### src/rtl/eth_reg_arbiter.sv
// Two-master round-robin arbiter onto the Ethernet block register port.
// One transaction in flight; reads that never answer end in a timeout.
module eth_reg_arbiter #(
  parameter int REG_AWIDTH = 14,
  parameter int RD_TIMEOUT = 15
) (
  input  logic                  clk,
  input  logic                  reset_n,
  input  logic                  a_req_valid,
  input  logic                  a_req_wr,
  input  logic [REG_AWIDTH-1:0] a_req_addr,
  input  logic [31:0]           a_req_wdata,
  output logic                  a_req_ready,
  output logic                  a_resp_valid,
  output logic [31:0]           a_resp_data,
  output logic                  a_resp_err,
  input  logic                  b_req_valid,
  input  logic                  b_req_wr,
  input  logic [REG_AWIDTH-1:0] b_req_addr,
  input  logic [31:0]           b_req_wdata,
  output logic                  b_req_ready,
  output logic                  b_resp_valid,
  output logic [31:0]           b_resp_data,
  output logic                  b_resp_err,
  output logic                  reg_wr_req,
  output logic [REG_AWIDTH-1:0] reg_wr_addr,
  output logic [31:0]           reg_wr_data,
  output logic                  reg_rd_req,
  output logic [REG_AWIDTH-1:0] reg_rd_addr,
  input  logic                  reg_rd_resp,
  input  logic [31:0]           reg_rd_data,
  output logic                  busy,
  output logic [7:0]            timeout_count
);

  localparam logic [7:0] TMO = 8'(RD_TIMEOUT);

  typedef enum logic [1:0] {
    IDLE,
    WRITE,
    READ,
    DONE
  } state_t;

  state_t state;
  state_t state_nxt;

  logic                  last_b;
  logic                  grant_b;
  logic [REG_AWIDTH-1:0] lat_addr;
  logic [31:0]           lat_wdata;
  logic [31:0]           rsp_data;
  logic                  rsp_err;
  logic [7:0]            wait_cnt;

  logic                  a_sel;
  logic                  b_sel;
  logic                  accept;
  logic                  sel_wr;
  logic [REG_AWIDTH-1:0] sel_addr;
  logic [31:0]           sel_wdata;
  logic                  waiting;
  logic                  rd_hit;
  logic                  rd_tmo;

  // Contention goes to whoever was not granted last.
  assign a_sel = a_req_valid && (!b_req_valid || last_b);
  assign b_sel = b_req_valid && (!a_req_valid || !last_b);

  assign a_req_ready = (state == IDLE) && a_sel;
  assign b_req_ready = (state == IDLE) && b_sel;
  assign accept      = a_req_ready || b_req_ready;

  assign sel_wr    = b_sel ? b_req_wr    : a_req_wr;
  assign sel_addr  = b_sel ? b_req_addr  : a_req_addr;
  assign sel_wdata = b_sel ? b_req_wdata : a_req_wdata;

  // The issue cycle is the one READ cycle with reg_rd_req high.
  assign waiting = (state == READ) && !reg_rd_req;
  assign rd_hit  = waiting && reg_rd_resp;
  assign rd_tmo  = waiting && !reg_rd_resp && (wait_cnt == TMO);

  assign busy = (state != IDLE);

  assign reg_wr_addr = lat_addr;
  assign reg_wr_data = lat_wdata;
  assign reg_rd_addr = lat_addr;

  assign a_resp_valid = (state == DONE) && !grant_b;
  assign b_resp_valid = (state == DONE) && grant_b;
  assign a_resp_data  = a_resp_valid ? rsp_data : 32'h0;
  assign b_resp_data  = b_resp_valid ? rsp_data : 32'h0;
  assign a_resp_err   = a_resp_valid && rsp_err;
  assign b_resp_err   = b_resp_valid && rsp_err;

  // State register.
  always_ff @(posedge clk or negedge reset_n) begin
    if (!reset_n) state <= IDLE;
    else          state <= state_nxt;
  end

  // Next-state selection.
  always_comb begin
    state_nxt = state;
    unique case (state)
      IDLE: begin
        if (accept) state_nxt = sel_wr ? WRITE : READ;
      end
      WRITE: state_nxt = DONE;
      READ: begin
        if (rd_hit || rd_tmo) state_nxt = DONE;
      end
      DONE: state_nxt = IDLE;
      default: state_nxt = IDLE;
    endcase
  end

  // Grant history and request latches, loaded on accept.
  always_ff @(posedge clk or negedge reset_n) begin
    if (!reset_n) begin
      last_b    <= 1'b1;
      grant_b   <= 1'b0;
      lat_addr  <= '0;
      lat_wdata <= '0;
    end else if (accept) begin
      last_b    <= b_sel;
      grant_b   <= b_sel;
      lat_addr  <= sel_addr;
      lat_wdata <= sel_wdata;
    end
  end

  // Downstream strobes: one cycle right after accept.
  always_ff @(posedge clk or negedge reset_n) begin
    if (!reset_n) begin
      reg_wr_req <= 1'b0;
      reg_rd_req <= 1'b0;
    end else begin
      reg_wr_req <= accept && sel_wr;
      reg_rd_req <= accept && !sel_wr;
    end
  end

  // Read wait counter, counting from the cycle after issue.
  always_ff @(posedge clk or negedge reset_n) begin
    if (!reset_n)     wait_cnt <= '0;
    else if (waiting) wait_cnt <= wait_cnt + 8'd1;
    else              wait_cnt <= '0;
  end

  // Response payload for the DONE cycle.
  always_ff @(posedge clk or negedge reset_n) begin
    if (!reset_n) begin
      rsp_data <= '0;
      rsp_err  <= 1'b0;
    end else if (accept) begin
      rsp_data <= '0;
      rsp_err  <= 1'b0;
    end else if (rd_hit) begin
      rsp_data <= reg_rd_data;
    end else if (rd_tmo) begin
      rsp_err  <= 1'b1;
    end
  end

  // Saturating read-timeout statistic.
  always_ff @(posedge clk or negedge reset_n) begin
    if (!reset_n) begin
      timeout_count <= '0;
    end else if (rd_tmo && timeout_count != 8'hFF) begin
      timeout_count <= timeout_count + 8'd1;
    end
  end

endmodule
### config.mk
export PLATFORM = sky130hd
export DESIGN_NAME = eth_reg_arbiter
export DESIGN_NICKNAME = d
export VERILOG_FILES = /design/src/rtl/eth_reg_arbiter.sv
export SDC_FILE = /design/constraint.sdc
export NUM_CORES = 1
export LEC_CHECK = 0
export CORE_MARGIN = 2
export CORE_UTILIZATION = 42
export DETAILED_ROUTE_END_ITERATION = 10
export PLACE_DENSITY = 0.86
export SETUP_SLACK_MARGIN = 0.2
export SLEW_MARGIN = 10
export SYNTH_ARGS = -nofsm -noshare
export SYNTH_HDL_FRONTEND = slang
export SYNTH_SLANG_ARGS = --single-unit
export TNS_END_PERCENT = 30
### constraint.sdc
create_clock -name clk -period 4.35 [get_ports clk]
set_clock_uncertainty 0.2 [all_clocks]
set_input_delay 1.0875 -clock clk [delete_from_list [all_inputs] [get_ports clk]]
set_output_delay 1.0875 -clock clk [all_outputs]
set_load 0.02 [all_outputs]
==> impl_metrics.csv <==
group,metric,value,unit
timing,rsz0062_at_grt,"no",
setup_path,timing.reg2reg.worst_path_depth,6,
power_and_ir_drop,max-vdd-ir-drop,356.6,µV
setup_path,r2r_end,"state[0]",
setup_path,critical_path.slowest_cell,"clkdlybuf4s50_1",
yosys,share_of_synthesized_area_occupied_by_flip_flops_and_latches,51.71,%
timing,final.setup.tns,0,ps
power_and_ir_drop,switching_share,39.83,%
clock_tree,hold_buf_cts,0,
power_and_ir_drop,comb_power_share,49.5,%
min_path,min_path_type,"register to register",
setup_path,critical_path.startpoint_type,"input port",
setup_path,path_class,"input port to output port",
timing,maxSlewHeadroom,48.96,%
timing,final.setup.worst_slack,414.4,ps
min_path,min_path_cells,1,
layout,drive_above_1_share,4.603,%
setup_path,path_depth,4,
timing,final_period_minus_worst_setup_slack,3936,ps
floorplanning,initial_core_util,43.01,%
yosys,synth_cell_types,37,
setup_path,crit_path_cell_trace,"clkdlybuf4s50_1 > a21boi_4 > and2_1 > clkdlybuf4s50_1",
clock_tree,clkSlewWorstSetupHoldPaths,60,ps
layout,final_design_area_no_fill,7923,µm²
power_and_ir_drop,netSwitchingPower,1842,µW
drt,drt_iter0_drc,185,
power_and_ir_drop,seq_power_share,33.8,%
clock_tree,postCtsSetupRepairBufs,0,
place,placed_cells,844,
outcome,run_status,"completed",
yosys,synth_top_cells_by_area,"dfrtp_1 (51%), mux2i_1 (10%), a22o_1 (5.7%), o21ai_0 (4.8%), and2_1 (4.7%)",
clock_tree,count_of_instances_resized_after_the_clock_tree_is_built,0,
timing,clock.fmax,0.2541,GHz
layout,antennaDiodeCount,0,
power_and_ir_drop,cellInternalPower,2782,µW
timing,timing.final.crit_share,90.47,%
yosys,yosysTopAreaCell,"dfrtp_1",
setup_path,worst_setup_path_end_kind,"output port",
place,placed_cell_area,7629,µm²
setup_path,worst_path_most_repeated_cell,"clkdlybuf4s50_1",
floorplanning,dieHeight,111.9,µm
clock_tree,clk-insertion-delay-late,340,ps
clock_tree,ctsLongestPathBuffers,2,
floorplanning,placementRows,39,
global_route,grt_max_degree,94,
setup_path,timing.critical_path.from,"b_req_valid",
layout,instances_no_fill,860,
yosys,postSynthCellCount,469,
yosys,synth_top_flop_cell,"dfrtp_1",
drt,postRouteWirelength,13980,µm
timing,drv_slew,0,
floorplanning,die_width,111.9,µm
drt,firstDrtPassIters,4,
drt,drc,0,
yosys,number_of_synthesized_register_bits,101,
yosys,mappedNetlistNets,605,
clock_tree,cts.sinks,101,
setup_path,slowest_delay,610,ps
global_route,globalRouteOverflowTotal,0,
yosys,synth-edff-count,0,
drt,vias,4382,
drt,viasPerCell,5.095,
power_and_ir_drop,clock_power_share,16.7,%
setup_path,cp_top_family,"buffers and inverters",
yosys,synth_largest_type_area_fraction,51.18,%
drt,per_cell_routed_wire_length,16.26,µm
timing,timing.final.hold_violations,0,
clock_tree,tritoncts,"done",
setup_path,arrival,2650,ps
job,max-cap-violations,0,
setup_path,cp_num_buf_inv,2,
setup_path,ff2ff_setup_slack,1740,ps
setup_path,critical_path_sink,"b_req_ready",
yosys,synth_warnings,0,
timing,hold-worst-slack,264.2,ps
setup_path,path_max_fanout,4,
drt,drt.antenna.violating_nets,0,
power_and_ir_drop,cellPowerDensity,583.6,nW/µm²
timing,timing_worst_slew_pin_value,765.6,ps
place,port_buffers,271,
yosys,synth_async_sr_flop_share,100.0,%
floorplanning,die_area,12520,µm²
global_route,grt_pass1_vias,4300,
place,pre_cts_ws,425.6,ps
setup_path,crit_required,3060,ps
yosys,syn_area_per_cell,10.43,µm²
timing,final_setup_violation_count,0,
clock_tree,htreeDepth,3,
floorplanning,area_of_the_core_region,11370,µm²
layout,design.final.nets,848,
setup_path,worstReg2RegStart,"state[0]",
place,final_wtd_congestion,0.8248,
place,place.detailed.hpwl,11150,µm
power_and_ir_drop,leakagePower,0.003539,µW
global_route,grt.total_usage,22.27,%
floorplanning,io-pin-count,272,
clock_tree,ctsRootBufferMaster,"clkbuf_16",
global_route,antenna_found_initial,0,
layout,area_growth_syn_to_layout,62.03,%
yosys,syn_area,4890,µm²
clock_tree,cts_inserted_buffers,9,
global_route,grt_pass1_wl,21990,µm
==> final cells by class <==
type / count / area, µm²
timing repair buffer: 280 / 2778
clock buffer: 9 / 225.2
clock inverter: 7 / 68.82
sequential: 101 / 2529
inverter: 7 / 26.28
multi-input combinational: 313 / 2117
fill: 825 / 3447
tap: 143 / 178.9
==> cells by family (layout without fill, tap and decap cells) <==
group	after synthesis	in the layout	synth area share, %
buffers and inverters	55	303	5.527
XOR/XNOR	10	10	1.791
AO/OA/AOI/OAI	91	91	12.21
AND/OR/NAND/NOR	155	155	16.68
multiplexers	52	52	10.80
flip-flops	101	101	51.71
adder cells (fa/ha/maj)	5	5	1.279
==> how the worst min path moves through the flow <==
stage | startpoint | to | slack [ps]
global placement | wait_cnt[0] | wait_cnt[0] | 240
detailed placement | wait_cnt[0] | wait_cnt[0] | 260
CTS | wait_cnt[0] | wait_cnt[0] | 270
global route | wait_cnt[0] | wait_cnt[0] | 280
finish | wait_cnt[0] | wait_cnt[0] | 260
floorplan | wait_cnt[0] | wait_cnt[0] | 220
==> power groups by stage <==
| stage | logic, µW | registers (µW) | clock network, µW |
|---|---|---|---|
| final | 2290 | 1560 | 773 |
| after global routing | 2450 | 1610 | 828 |
| after CTS | 2310 | 1560 | 788 |
| after detailed placement | 2300 | 1580 | 0 |
| after global placement | 2240 | 1550 | 0 |
| after floorplan | 1050 | 1760 | 0 |
==> synth_stat cells, types with 3 or more instances <==
cell type / instances
a21oi_1: 4
a22o_1: 32
nand2_1: 52
nand2b_1: 3
xor2_1: 9
buf_4: 14
mux2i_1: 49
clkbuf_1: 30
and2_1: 37
nor2b_1: 3
inv_1: 7
o21ai_0: 47
dfrtp_1: 100
nor2_1: 11
ha_1: 5
and3_1: 35
nand3_1: 4
buf_2: 3
==> worst register-to-register path: stages (launching register included) <==
cell	delay, ps
dfrtp_1	400
inv_1	100
ha_1	200
nand2b_1	190
or4_1	750
a32o_1	360
mux2_4	300
==> registers in the layout, summed over array words and instances (netlist names) <==
register,count
reg_wr_data,32
rsp_data,32
reg_rd_addr,14
timeout_count,8
wait_cnt,8
state,2
grant_b,1
last_b,1
reg_rd_req,1
reg_wr_req,1
rsp_err,1
==> cell usage in the layout, fill, tap and decap left out, types with 4 or more instances in the layout <==
cell,instances
nand3_1,4
xor2_1,9
o21ai_0,47
and3_1,35
buf_4,10
and2_1,37
a21oi_1,4
mux2i_1,49
inv_1,7
clkdlybuf4s50_1,270
nor2_1,11
clkbuf_16,9
nand2_1,52
ha_1,5
dfrtp_1,100
a22o_1,32
==> metal layers <==
| layer | up-vias | GRT usage, % | share of wire [%] |
|---|---|---|---|
| met2 | 202 | 38.75 | 50 |
| met4 | 0 | 10.62 | 4.1 |
| met1 | 2051 | 26.10 | 39 |
| met5 | - | 0 | 0 |
| met3 | 28 | 5.008 | 6.6 |
| li1 | 2101 | - | - |
==> through the flow <==
step                      power [µW]  util, %
final                           4623    69.68
after global routing            4882    69.68
after CTS                       4658    69.68
after detailed placement        3880    67.10
after global placement          3789    67.10
after floorplan                 2819        -
Note: power is estimated with default switching activity, not from simulation.
